===== src/rtl/regfile_wb_scheduler_pkg.sv =====
// Shared types and constants for the register-file write-port scheduler.
package rf_sched_pkg;

  localparam int unsigned DEFAULT_DW = 32;
  localparam int unsigned DEFAULT_AW = 5;
  localparam int unsigned REG_ZERO   = 0;

  typedef enum logic {
    ARB_NORMAL = 1'b0,
    ARB_FORCE  = 1'b1
  } arb_state_e;

endpackage


===== src/rtl/regfile_wb_scheduler_reg_scoreboard.sv =====
// Busy bit per architectural register, tracking outstanding long-latency results.
module reg_scoreboard
  import rf_sched_pkg::*;
#(
  parameter int unsigned AW = DEFAULT_AW
) (
  input  logic              clk,
  input  logic              rst,
  input  logic              set_en,
  input  logic [AW-1:0]     set_addr,
  input  logic              clr_en,
  input  logic [AW-1:0]     clr_addr,
  input  logic [AW-1:0]     rs1_addr,
  input  logic [AW-1:0]     rs2_addr,
  input  logic [AW-1:0]     rd_addr,
  output logic [2**AW-1:0]  busy_vec,
  output logic              rs1_busy,
  output logic              rs2_busy,
  output logic              rd_busy
);

  logic [2**AW-1:0] busy_q;
  logic [2**AW-1:0] busy_d;

  // Next busy bits: clear first so a same-register set wins; r0 never busy.
  always_comb begin
    busy_d = busy_q;
    if (clr_en) busy_d[clr_addr] = 1'b0;
    if (set_en) busy_d[set_addr] = 1'b1;
    busy_d[0] = 1'b0;
  end

  // Busy bit register.
  always_ff @(posedge clk) begin
    if (rst) busy_q <= '0;
    else     busy_q <= busy_d;
  end

  // Read taps from the registered state only (no same-cycle bypass).
  always_comb begin
    busy_vec = busy_q;
    rs1_busy = busy_q[rs1_addr];
    rs2_busy = busy_q[rs2_addr];
    rd_busy  = busy_q[rd_addr];
  end

endmodule


===== src/rtl/regfile_wb_scheduler.sv =====
// Register-file write-port arbiter (pipeline WB vs long-latency unit) with
// starvation forcing and a busy scoreboard driving issue stalls.
module regfile_wb_scheduler
  import rf_sched_pkg::*;
#(
  parameter int unsigned DW         = DEFAULT_DW,
  parameter int unsigned AW         = DEFAULT_AW,
  parameter int unsigned STARVE_MAX = 4
) (
  input  logic              CLK,
  input  logic              Reset,
  input  logic              iss_valid,
  input  logic              iss_use_rs1,
  input  logic              iss_use_rs2,
  input  logic [AW-1:0]     iss_rs1,
  input  logic [AW-1:0]     iss_rs2,
  input  logic [AW-1:0]     iss_rd,
  input  logic              iss_long,
  output logic              iss_stall,
  input  logic              wb_valid,
  input  logic [AW-1:0]     wb_rd,
  input  logic [DW-1:0]     wb_data,
  output logic              wb_hold,
  input  logic              lu_valid,
  input  logic [AW-1:0]     lu_rd,
  input  logic [DW-1:0]     lu_data,
  output logic              lu_ready,
  output logic              rf_we,
  output logic [AW-1:0]     rf_waddr,
  output logic [DW-1:0]     rf_wdata,
  output logic [2**AW-1:0]  busy_vec
);

  localparam logic [3:0]    STARVE_LAST = 4'(STARVE_MAX - 1);
  localparam logic [AW-1:0] ZERO_ADDR   = AW'(REG_ZERO);

  arb_state_e    state_q, state_d;
  logic [3:0]    starve_q, starve_d;
  logic          rf_we_q, rf_we_d;
  logic [AW-1:0] rf_waddr_q, rf_waddr_d;
  logic [DW-1:0] rf_wdata_q, rf_wdata_d;

  logic wb_grant, lu_grant, iss_set;
  logic rs1_busy, rs2_busy, rd_busy;

  reg_scoreboard #(.AW(AW)) u_scoreboard (
    .clk      (CLK),
    .rst      (Reset),
    .set_en   (iss_set),
    .set_addr (iss_rd),
    .clr_en   (lu_grant),
    .clr_addr (lu_rd),
    .rs1_addr (iss_rs1),
    .rs2_addr (iss_rs2),
    .rd_addr  (iss_rd),
    .busy_vec (busy_vec),
    .rs1_busy (rs1_busy),
    .rs2_busy (rs2_busy),
    .rd_busy  (rd_busy)
  );

  // Arbiter state, starvation counter and write-port registers.
  always_ff @(posedge CLK) begin
    if (Reset) begin
      state_q    <= ARB_NORMAL;
      starve_q   <= '0;
      rf_we_q    <= 1'b0;
      rf_waddr_q <= '0;
      rf_wdata_q <= '0;
    end else begin
      state_q    <= state_d;
      starve_q   <= starve_d;
      rf_we_q    <= rf_we_d;
      rf_waddr_q <= rf_waddr_d;
      rf_wdata_q <= rf_wdata_d;
    end
  end

  // Next arbiter state and saturating count of consecutive LU denials.
  always_comb begin
    state_d  = state_q;
    starve_d = starve_q;
    case (state_q)
      ARB_NORMAL: begin
        if (lu_valid && !lu_ready) begin
          if (starve_q == STARVE_LAST) begin
            state_d  = ARB_FORCE;
            starve_d = starve_q;
          end else begin
            starve_d = starve_q + 4'd1;
          end
        end else begin
          starve_d = '0;
        end
      end
      ARB_FORCE: begin
        state_d  = ARB_NORMAL;
        starve_d = '0;
      end
    endcase
  end

  // Arbiter outputs: WB has priority except while forcing the LU through.
  always_comb begin
    wb_hold  = (state_q == ARB_FORCE);
    lu_ready = (state_q == ARB_FORCE) ? 1'b1 : !wb_valid;
  end

  // Grant decode and next write-port contents; r0 writes are granted but dropped.
  always_comb begin
    wb_grant   = wb_valid && !wb_hold;
    lu_grant   = lu_valid && lu_ready;
    rf_we_d    = 1'b0;
    rf_waddr_d = rf_waddr_q;
    rf_wdata_d = rf_wdata_q;
    if (wb_grant) begin
      if (wb_rd != ZERO_ADDR) begin
        rf_we_d    = 1'b1;
        rf_waddr_d = wb_rd;
        rf_wdata_d = wb_data;
      end
    end else if (lu_grant) begin
      if (lu_rd != ZERO_ADDR) begin
        rf_we_d    = 1'b1;
        rf_waddr_d = lu_rd;
        rf_wdata_d = lu_data;
      end
    end
  end

  // Issue hazard check (RAW on sources, WAW on rd) and scoreboard set.
  always_comb begin
    iss_stall = iss_valid && ((iss_use_rs1 && rs1_busy) ||
                              (iss_use_rs2 && rs2_busy) || rd_busy);
    iss_set   = iss_valid && iss_long && !iss_stall && (iss_rd != ZERO_ADDR);
  end

  // Registered write-port outputs.
  always_comb begin
    rf_we    = rf_we_q;
    rf_waddr = rf_waddr_q;
    rf_wdata = rf_wdata_q;
  end

endmodule


===== config.mk =====
export PLATFORM = sky130hd
export DESIGN_NAME = regfile_wb_scheduler
export DESIGN_NICKNAME = d
export VERILOG_FILES = /design/src/rtl/regfile_wb_scheduler_pkg.sv /design/src/rtl/regfile_wb_scheduler_reg_scoreboard.sv /design/src/rtl/regfile_wb_scheduler.sv
export SDC_FILE = /design/constraint.sdc
export NUM_CORES = 1
export LEC_CHECK = 0
export CAP_MARGIN = 20
export CORE_ASPECT_RATIO = 0.5
export CORE_UTILIZATION = 49
export DETAILED_ROUTE_END_ITERATION = 16
export GPL_ROUTABILITY_DRIVEN = 1
export PLACE_DENSITY = 0.88
export SYNTH_ARGS = -nofsm -noshare
export SYNTH_HDL_FRONTEND = slang
export SYNTH_SLANG_ARGS = --single-unit

===== constraint.sdc =====
create_clock -name CLK -period 5.2 [get_ports CLK]
set_clock_uncertainty 0.05 [all_clocks]
set_input_delay 0.78 -clock CLK [delete_from_list [all_inputs] [get_ports CLK]]
set_output_delay 0.78 -clock CLK [all_outputs]
set_load 0.02 [all_outputs]

==> flow_summary.ini <==
[outcome]
status = complete, no violations

[critical_path]
reg2reg_slack_ns = 2.78
critPathCapture = iss_stall
reg2reg_from = wb_hold
critPathMaxStageDelay_ns = 0.90
end_kind = output pin
slowest_stage = clkdlybuf4s50_1
startpoint_type = input port
path_max_fanout = 15
worstPathCellList = clkdlybuf4s50_1 -> mux4_2 -> o21ai_0 -> nor4b_1 -> or3_1 -> o21a_1 -> clkdlybuf4s50_1
reg2regPathDepth = 6
critPathRequiredTime_ns = 4.37
worstSetupPathType = input port to output pin
crit_path_frequent_cell = clkdlybuf4s50_1
rr_endpoint = u_scoreboard.busy_vec[23]
cp.arrival_ns = 3.66
cp-startpoint = iss_rd[1]

[clock_network]
cts_max_level = 3
clk_pin_slew_ns = 0.06
cts_buffers = 9
ctsResizeCount = 0
cts_sinks = 74
postCtsSetupRepairBufs = 0
cts_tree = yes
cts_hold_buf = 0
cts_buffer_depth = 2
insertion_delay_ns = 0.33
cts-root-buf = clkbuf_16

[job]
drv_cap = 0

[placed_design]
port_buffers = 168
dpl_worst_slack_ns = 0.755
gp_congestion = 0.923
dp_hpwl_mm = 10.1

[routing]
first_pass_iters = 4
drt_wl_total_mm = 14.6
antenna_left = 0
vias_per_cell = 6.00
drtIter0Drc = 487
drcViolationCount = 0
wl_per_cell_um = 18.7
vias = 4712

[hold_path]
hold_class = flop to flop
worstHoldPathCells = 2

[floorplanning]
rows = 24
core-area_um2 = 8830
die_area_um2 = 9670
ios = 170
start_util_pct = 51.4
die_x_um = 138
fp.dieH_um = 70.0

[synth]
synth.yosys.seq_area_share_pct = 32.7
synthTopCellsByArea = dfxtp_1 (33%), mux4_2 (8.4%), o31ai_2 (7.4%)
synth_edf_count = 0
yosysTopAreaCellShare_pct = 32.7
netlist_area_um2 = 4540
synth_cell_type_count = 45
ys_warn_count = 0
ys_dominant_reg_cell = dfxtp_1
avgSynthCellArea_um2 = 8.61
synthArstFlopShare_pct = 0
synthCells = 527
ys_ff_latch = 74
syn_nets = 625
yosys.area.top_type = dfxtp_1

[power_and_ir_drop]
powerDensity_nw_per_um2 = 249
p_sw_share_pct = 27.6
intPower_mw = 1.18
p_leak_nw = 2.36
comb_power_share_pct = 21.0
clockPowerShare_pct = 41.5
vdd_drop_max_uv = 192
seqPwrFrac_pct = 37.4
p_switching_mw = 0.448

[sta]
setup_viol = 0
fin_setup_tns_ns = 0
slew_violations = 0
whs_ns = 0.447
finalCritPeriodShare_pct = 86.3
layout_min_cycle_time_ns = 4.49
rsz0062_at_grt = no
setup_slack_ns = 0.712
fmax_ghz = 0.223
tightest_slew_ns = 0.919
hold_violations = 0
relSlewSlack_pct = 38.6

[finish]
multi_input_area_um2 = 2790
antenna_cells = 0
drive_gt1_share_pct = 12.3
fillCellCount = 652
post-route-util_pct = 73.8
seq_area_um2 = 1480
area_delta_synth_final_pct = 43.6
nNetsFinal = 761

[grt]
met1_usage_pct = 38.9
grt_pass1_wl_mm = 23.2
busiest_layer = met2
grt_max_degree = 76
antenna_found_initial = 0
grt-ovfl-total = 0
grt_use_met3_pct = 6.52
grt_pass1_vias = 4316
met2_usage_pct = 49.8
grtUsageTotal_pct = 30.2
==> final cells by class <==
type,count,area share (%)
clock buffer,10,3.52
inverter,1,0.0576
tap,117,2.25
clock inverter,6,1.38
timing repair buffer,177,27.3
sequential,74,22.7
multi-input combinational,400,42.8
==> synth_stat cells (all sizes together) (5+ instances only) <==
| cell type | count |
|---|---|
| nand2 | 83 |
| dfxtp | 74 |
| nor2 | 50 |
| nand3 | 38 |
| nor2b | 38 |
| a311oi | 37 |
| o21ai | 36 |
| clkbuf | 35 |
| o31ai | 31 |
| buf | 17 |
| mux4 | 17 |
| mux2i | 12 |
| nand3b | 7 |
| mux2 | 5 |
| nand2b | 5 |
| nor3 | 5 |
| nor3b | 5 |
==> power groups by stage <==
stage,Combinational (mW),Sequential (mW),Clock [mW]
after floorplan,0.149,0.652,0
after global placement,0.329,0.619,0
after detailed placement,0.336,0.621,0
after CTS,0.338,0.608,0.679
after global routing,0.362,0.612,0.712
final,0.342,0.608,0.675
==> how the worst min path moves through the flow <==
stage | startpoint | to | slack (ns)
finish | rf_wdata[24] | rf_wdata[24] | 0.45
global route | rf_waddr[3] | rf_waddr[3] | 0.47
CTS | rf_wdata[8] | rf_wdata[8] | 0.45
detailed placement | rf_wdata[0] | rf_wdata[0] | 0.44
global placement | starve_q[2] | starve_q[2] | 0.43
floorplan | starve_q[2] | starve_q[2] | 0.42
==> worst max-delay path, delay by kind of cell <==
| kind | cells | cell delay (ns) |
|---|---|---|
| muxes | 1 | 0.58 |
| and+or+nand+nor | 2 | 0.46 |
| buffers and inverters | 2 | 1.44 |
| AOI/OAI and AO/OA | 2 | 0.39 |
==> flip-flops by register name (all words and copies together) (netlist names) <==
register and flops:
rf_waddr 5, rf_wdata 32, wb_hold 1, rf_we 1
u_scoreboard.busy_vec 31, starve_q 4
==> cells by family (layout without fill, tap and decap cells) <==
logic type	count (synthesis)	after routing	share of synthesized area, %
and+or+nand+nor	245	245	25.9
muxes	34	34	12.3
buffers and inverters	53	194	6.26
DFF	74	74	32.7
xor gates and xnor gates	2	2	0.386
adders and majority gates	1	1	0.276
other	1	1	0.0827
AOI/OAI and AO/OA	117	117	22.1
==> layer usage <==
metal,wire length [um],part of all wire (%),vias up
met1,6060,41,2225
met2,7070,48,237
met5,0,0,-
met3,1090,7.4,38
met4,425,2.9,0
li1,-,-,2212
==> cells in the final DEF (no fill, tap or decap), types with 3 or more instances in the layout <==
cell type        synthesis  routed
nand3_1                 38      38
nor3b_1                  5       5
mux2i_1                 12      12
a2111oi_0                3       3
clkdlybuf4s50_1          0     167
nor2_1                  50      50
buf_4                    2       7
nand3b_1                 7       7
mux4_2                  17      17
nor4_1                   3       3
dfxtp_1                 74      74
nand2_1                 83      82
a311oi_1                37      37
o21ai_0                 36      36
o31ai_2                 27      27
clkbuf_16                0       9
nand2b_1                 5       5
nor2b_1                 38      37
nor3_1                   5       5
mux2_2                   5       5
==> metrics by stage <==
step / area [um2] / cells / total power [mW]
after floorplan: 4540 / 527 / 0.801
after global placement: 6150 / 767 / 0.949
after detailed placement: 6170 / 768 / 0.957
after CTS: 6490 / 784 / 1.63
after global routing: 6510 / 785 / 1.69
final: 6510 / 785 / 1.62
Power figures use the tool's default switching activity.
